## config.mk

```make
export PLATFORM = sky130hd
export DESIGN_NAME = reduce_tree_pipe
export DESIGN_NICKNAME = d
export VERILOG_FILES = /design/src/rtl/reduce_tree_pipe.sv
export SDC_FILE = /design/constraint.sdc
export NUM_CORES = 1
export LEC_CHECK = 0
export ABC_AREA = 1
export BUFFER_PORTS_ARGS = -buffer_cell sky130_fd_sc_hd__buf_2
export CORE_MARGIN = 3
export CORE_UTILIZATION = 55
export DETAILED_ROUTE_END_ITERATION = 8
export GPL_TIMING_DRIVEN = 0
export PLACE_DENSITY = 0.86
export SETUP_SLACK_MARGIN = 0.5
export SYNTH_ARGS = -nofsm -noshare
export SYNTH_HDL_FRONTEND = slang
export SYNTH_SLANG_ARGS = --single-unit
```

## constraint.sdc

```tcl
create_clock -name clk -period 1.75 [get_ports clk]
set_clock_uncertainty 0.05 [all_clocks]
set_input_delay 0 -clock clk [delete_from_list [all_inputs] [get_ports clk]]
set_output_delay 0 -clock clk [all_outputs]
set_load 0.01 [all_outputs]
```

## src/rtl/reduce_tree_pipe.sv

```systemverilog
// Reduces a WIDTH-bit vector to one bit (OR/AND/XOR/NOR chosen per beat) through a balanced 2-input tree.
// Latency: LEVELS = $clog2(WIDTH) cycles, one register per tree level; sustains one beat per cycle.
// Backpressure: out_valid & ~out_ready freezes every stage and drops in_ready in the same cycle.
module reduce_tree_pipe #(
  parameter int WIDTH = 8
) (
  input  logic             clk,
  input  logic             rst,
  input  logic             in_valid,
  output logic             in_ready,
  input  logic [WIDTH-1:0] in_data,
  input  logic [1:0]       in_mode,
  output logic             out_valid,
  input  logic             out_ready,
  output logic             out_data,
  output logic [1:0]       out_mode
);

  // Tree depth is derived from WIDTH so it can never disagree with it.
  localparam int LEVELS = $clog2(WIDTH);
  // All stages laid end to end: stage 0 (WIDTH bits) .. stage LEVELS (1 bit).
  localparam int TREE_W = 2 * WIDTH - 1;

  localparam logic [1:0] MODE_AND = 2'b01;
  localparam logic [1:0] MODE_XOR = 2'b10;
  localparam logic [1:0] MODE_NOR = 2'b11;

  typedef struct packed {
    logic       vld;
    logic [1:0] mode;
  } meta_t;

  // Stage k partial bits live at offset 2*WIDTH - 2*(WIDTH>>k).
  wire [TREE_W-1:0]         tree_dat;
  // Stage k metadata (valid + mode) lives at bits [3k +: 3].
  wire [3*(LEVELS+1)-1:0]   meta_bus;
  logic                     adv;

  assign tree_dat[WIDTH-1:0] = in_data;
  assign meta_bus[2:0]       = {in_valid, in_mode};

  // The last stage is the output register; nothing sits behind it.
  assign out_valid = meta_bus[3*LEVELS+2];
  assign out_mode  = meta_bus[3*LEVELS +: 2];
  assign out_data  = tree_dat[TREE_W-1];

  // Whole pipe moves together: bubbles advance too, they are never squeezed out.
  assign adv      = ~out_valid | out_ready;
  assign in_ready = adv;

  for (genvar k = 1; k <= LEVELS; k++) begin : g_lvl
    localparam int NW  = WIDTH >> k;
    localparam int SRC = 2 * WIDTH - 2 * (WIDTH >> (k - 1));
    localparam int DST = 2 * WIDTH - 2 * NW;

    logic [2*NW-1:0] src_part;
    meta_t           src_meta;
    logic [NW-1:0]   pair_d;
    logic [NW-1:0]   part_q;
    meta_t           meta_q;

    assign src_part = tree_dat[SRC +: 2*NW];
    assign src_meta = meta_bus[3*(k-1) +: 3];

    // Pairwise operator; NOR reduces as OR and flips only the single final bit.
    always_comb begin
      pair_d = '0;
      for (int i = 0; i < NW; i++) begin
        case (src_meta.mode)
          MODE_AND: pair_d[i] = src_part[2*i] & src_part[2*i+1];
          MODE_XOR: pair_d[i] = src_part[2*i] ^ src_part[2*i+1];
          default:  pair_d[i] = src_part[2*i] | src_part[2*i+1];
        endcase
      end
      if (k == LEVELS && src_meta.mode == MODE_NOR) begin
        pair_d[0] = ~pair_d[0];
      end
    end

    // Stage register: loads from the previous stage on adv, otherwise holds; reset flushes in-flight beats.
    always_ff @(posedge clk or posedge rst) begin
      if (rst) begin
        part_q <= '0;
        meta_q <= '0;
      end else if (adv) begin
        part_q <= pair_d;
        meta_q <= src_meta;
      end
    end

    assign tree_dat[DST +: NW]  = part_q;
    assign meta_bus[3*k +: 3]   = meta_q;
  end

  // A stalled result must stay put until the consumer takes it.
  a_stall_stable: assert property (@(posedge clk) disable iff (rst)
    (out_valid && !out_ready) |=> (out_valid && $stable(out_data) && $stable(out_mode)));

endmodule

```

Yosys cells after proc, flatten, opt, wreduce, memory -nomap -nowiden

Cells that the tools add are included.

Register bits: 16
Output and inout port bits: 5
Word-level logic and storage cells: 48
Input port bits: 14

Eq/ne operators: 7
Bitwise logic cells: 24
Multiplexer cells: 8

Operator list:

| operator           | number |
|---|---|
| $pmux 1 s2         | 7 |
| $eq 2x2->1 const B | 4 |
| $or 1x1->1         | 8 |
| $and 1x1->1        | 7 |
| $xor 1x1->1        | 7 |
| $eq 2x1->1 const B | 3 |
| $not 1->1          | 2 |
| $mux 1             | 1 |

Depth between registers and ports, before layout

Depth in word-level cells: 4
Depth in mapped cells: 8
Mapped depth without buffers: 8

Worst setup path before layout

No wires, ideal clock.

Path type: reg2reg
Start: register g_lvl[2].meta_q[0] (netlist bit)
End: register g_lvl[3].part_q, in the netlist out_data
Data arrival time: 1.200 ns
Cell stages (with the launch flop): 8
Clock period less this slack: 1.315 ns
Path slack: 0.435 ns
Setup time: 0.065 ns
Path through: dfrtp_1 > inv_1 > ha_1 > inv_1 > or2_2 > nand3_1 > nand3_2 > nand2_1

Longest elaborated chain between the ends: 4

Ends and longest elaborated chain:

| item                                     | RTL line | RTL |
|---|---|---|
| from (decl)                              | 60       | `meta_t meta_q;` |
| from (signal assigned)                   | 87       | `meta_q <= src_meta;` |
| $eq 2x2->1 or $eq 2x1->1 (tied branches) | 69       | `case (src_meta.mode)` |
| $pmux 1 s2                               | 69       |  |
| $not 1->1                                | 76       | `pair_d[0] = ~pair_d[0];` |
| $mux 1 *                                 | 75       | `if (k == LEVELS && src_meta.mode == MODE_NOR) begin` |
| to (signal assigned)                     | 86       | `part_q <= pair_d;` |
| to (decl)                                | 59       | `logic [NW-1:0] part_q;` |

Mark *: on every way between the ends. The rest lies on a longest branch, timed or not.
A chain may end at the register's enable or synchronous reset.

Final worst setup path

Start: register g_lvl[3].meta_q, in the netlist out_valid
End: register g_lvl[2].meta_q[1] (netlist bit)

Longest elaborated chain between the ends: 2

Ends and longest elaborated chain:

| item                   | RTL line | RTL |
|---|---|---|
| from (decl)            | 60       |  |
| from (signal assigned) | 87       |  |
| $not 1->1              | 48       | `assign adv = ~out_valid \| out_ready;` |
| $or 1x1->1             | 48       |  |

No other way between the ends.

==> results.json <==
{
  "hold_start": "in_data[7]",
  "cts.htree.levels": 1,
  "setup_viol": 0,
  "numCtsBuffers": 3,
  "rows": 15,
  "worstSkewPairLatency_ns": 0.30,
  "min_to": "g_lvl[1].part_q[3]",
  "routabilityCongestion": 0.717,
  "netlist.area_leader.share_pct": 35.1,
  "max_freq_mhz": 767,
  "cts_buffer_depth": 2,
  "port_buffers": 18,
  "antennaDiodeCount": 0,
  "ys_seq_elements": 16,
  "via_count": 987,
  "crit_path_max_fanout": 5,
  "yosysSeqAreaShare_pct": 35.1,
  "synthTopCellsByCount": "nand2_1, inv_1, ha_1, dfrtp_1, nand3_1",
  "yosysUniqueCellTypes": 12,
  "dp_slack_ns": 0.480,
  "cp-start-kind": "flip-flop",
  "crit_arrival_ns": 1.45,
  "synth_edf_count": 0,
  "drt_wl_total_um": 2470,
  "worst_pin_slew_ns": 0.598,
  "reg2reg_from": "out_valid",
  "avgSynthCellArea_um2": 8.45,
  "antenna_found_initial": 0,
  "maxCapViolations": 0,
  "drt_pass1_iterations": 5,
  "ys.flop_type": "dfrtp_1",
  "reg2reg_depth": 7,
  "synth.largest_area_cell": "dfrtp_1",
  "grt.overflow.total": 0,
  "netlist_area_mm2": 0.00114,
  "worstReg2RegEnd": "g_lvl[2].meta_q[1]",
  "reg2reg_slack_ns": 0.45,
  "drive_gt1_share_pct": 39.1,
  "final_max_slew_viol_count": 0,
  "die_h_um": 51.6,
  "period_share_pct": 74.5,
  "period_needed_ns": 1.30,
  "peakVddDrop_v": 0.000713,
  "core_area_mm2": 0.00184,
  "hpwlAfterDp_um": 1650,
  "wl_per_cell_um": 12.7,
  "dr.first_iter.drc_count": 11,
  "postSynth.asyncResetShare_pct": 100,
  "p_leak_nw": 0.836,
  "drc_errors": 0,
  "syn_inst": 135,
  "power_density_mw_per_mm2": 1210,
  "clkTransAtPathRegs_ns": 0.10,
  "cts_tree": "done",
  "fillers": 109,
  "worstSetupEndpointType": "flip-flop",
  "final_antenna_net_count": 0,
  "rsz0062_at_grt": "true",
  "grt_pass1_wl_um": 3930,
  "outcome": "completed",
  "setup_ws_ns": 0.446,
  "post-synth-top-count-cell": "nand2_1",
  "grt_max_degree": 17,
  "slew-limit-headroom_pct": 60.1,
  "die_x_um": 51.6,
  "hold_depth": 6,
  "io_pins": 19,
  "die_area_mm2": 0.00266,
  "grt_usage_pct": 20.3,
  "finalNetCount": 205,
  "first_global_vias": 982,
  "fin_setup_tns_ns": 0,
  "syn_to_final_growth_pct": 34.0,
  "yosys-top-cells-area": "dfrtp_1, ha_1, nand2_1",
  "crit_start": "out_valid",
  "clock-sinks": 16,
  "viasPerCell": 5.09,
  "hold_viol": 0,
  "cp.required_ns": 1.90,
  "initial_utilization_pct": 62.0,
  "crit_type": "reg -> reg",
  "hold_path_class": "in -> reg",
  "yosysWarnings": 0,
  "cts_root_buffer": "clkbuf_4",
  "syn-num-nets": 170
}
## placed cells by master, fill, tap and decap left out, types with 2 or more instances in the layout
cell type	count
o21ai_0	2
dlygate4sd3_1	4
nand3_1	10
dfrtp_1	16
ha_1	18
inv_1	20
ha_4	2
buf_6	3
o21ai_2	11
inv_2	7
nand3_4	3
nand2_2	4
nand3_2	3
nand2_1	32
buf_4	6
clkbuf_4	3
buf_2	17
## cell families (layout without fill, tap and decap cells)
| family | after synthesis | after routing | synth area share [%] |
|---|---|---|---|
| adder cells (fa/ha/maj) | 21 | 21 | 23.0 |
| AO/OA/AOI/OAI | 13 | 13 | 9.32 |
| flip-flops | 16 | 16 | 35.1 |
| buffers and inverters | 31 | 65 | 12.2 |
| AND/OR/NAND/NOR | 54 | 54 | 20.4 |
## power by group
part / switching [mW] / internal, mW
Combinational: 0.528 / 0.471
Sequential: 0.0962 / 0.505
Clock: 0.125 / 0.127
## layout make-up
type / instances / area [um2] / area share [%]
sequential: 16 / 400 / 26.2
multi-input combinational: 88 / 689 / 45.1
timing repair buffer: 30 / 218 / 14.2
tap: 25 / 31.3 / 2.05
buffer: 3 / 46.3 / 3.03
clock buffer: 4 / 36.3 / 2.37
inverter: 28 / 108 / 7.04
## metal layers
| metal | GRT usage (%) | routed length (um) |
|---|---|---|
| met1 | 20.3 | 976 |
| met3 | 2.58 | 68 |
| met4 | 10.0 | 53 |
| met2 | 40.0 | 1370 |
| met5 | 0 | 0 |
## through the flow
stage,instance area [um2],total power [mW],std cells,util (%),hold slack [ns]
after floorplan,1160,1.18,135,-,-0.136
after global placement,1280,1.33,178,69.7,0.0348
after detailed placement,1280,1.38,178,69.7,0.0391
after CTS,1450,1.75,193,78.6,0.134
after global routing,1530,1.99,194,83.1,0.170
final,1530,1.85,194,83.1,0.147
## worst max path at each step
stage | endpoint | slack (ns) | cells after the start
CTS | in_ready | 0.45 | 5
global route | g_lvl[2].meta_q[1] | 0.41 | 7
global placement | out_data | 0.51 | 7
floorplan | out_data | 0.54 | 7
detailed placement | out_data | 0.48 | 7
finish | g_lvl[2].meta_q[1] | 0.45 | 7
## flip-flops by register name, summed over array words and instances, names as in the netlist
| signal | flops |
|---|---|
| g_lvl.meta_q | 6 |
| g_lvl.part_q | 6 |
| out_mode | 2 |
| out_data | 1 |
| out_valid | 1 |
## critical path, stage by stage (launching register included)
cell	delay (ns)
dfrtp_1	0.36
inv_1	0.04
or2_1	0.21
buf_6	0.13
buf_4	0.16
buf_8	0.13
nand2_1	0.07
o21ai_2	0.06
## repair_timing
item                       CTS  global route
setup buffers                7             0
pin swaps                    2             4
resized for setup           10            15
hold buffers                 4             0
setup endpoints to repair    3            16
gates cloned                 0             1
hold endpoints to repair    19             0
(Power assumes the default switching activity.)
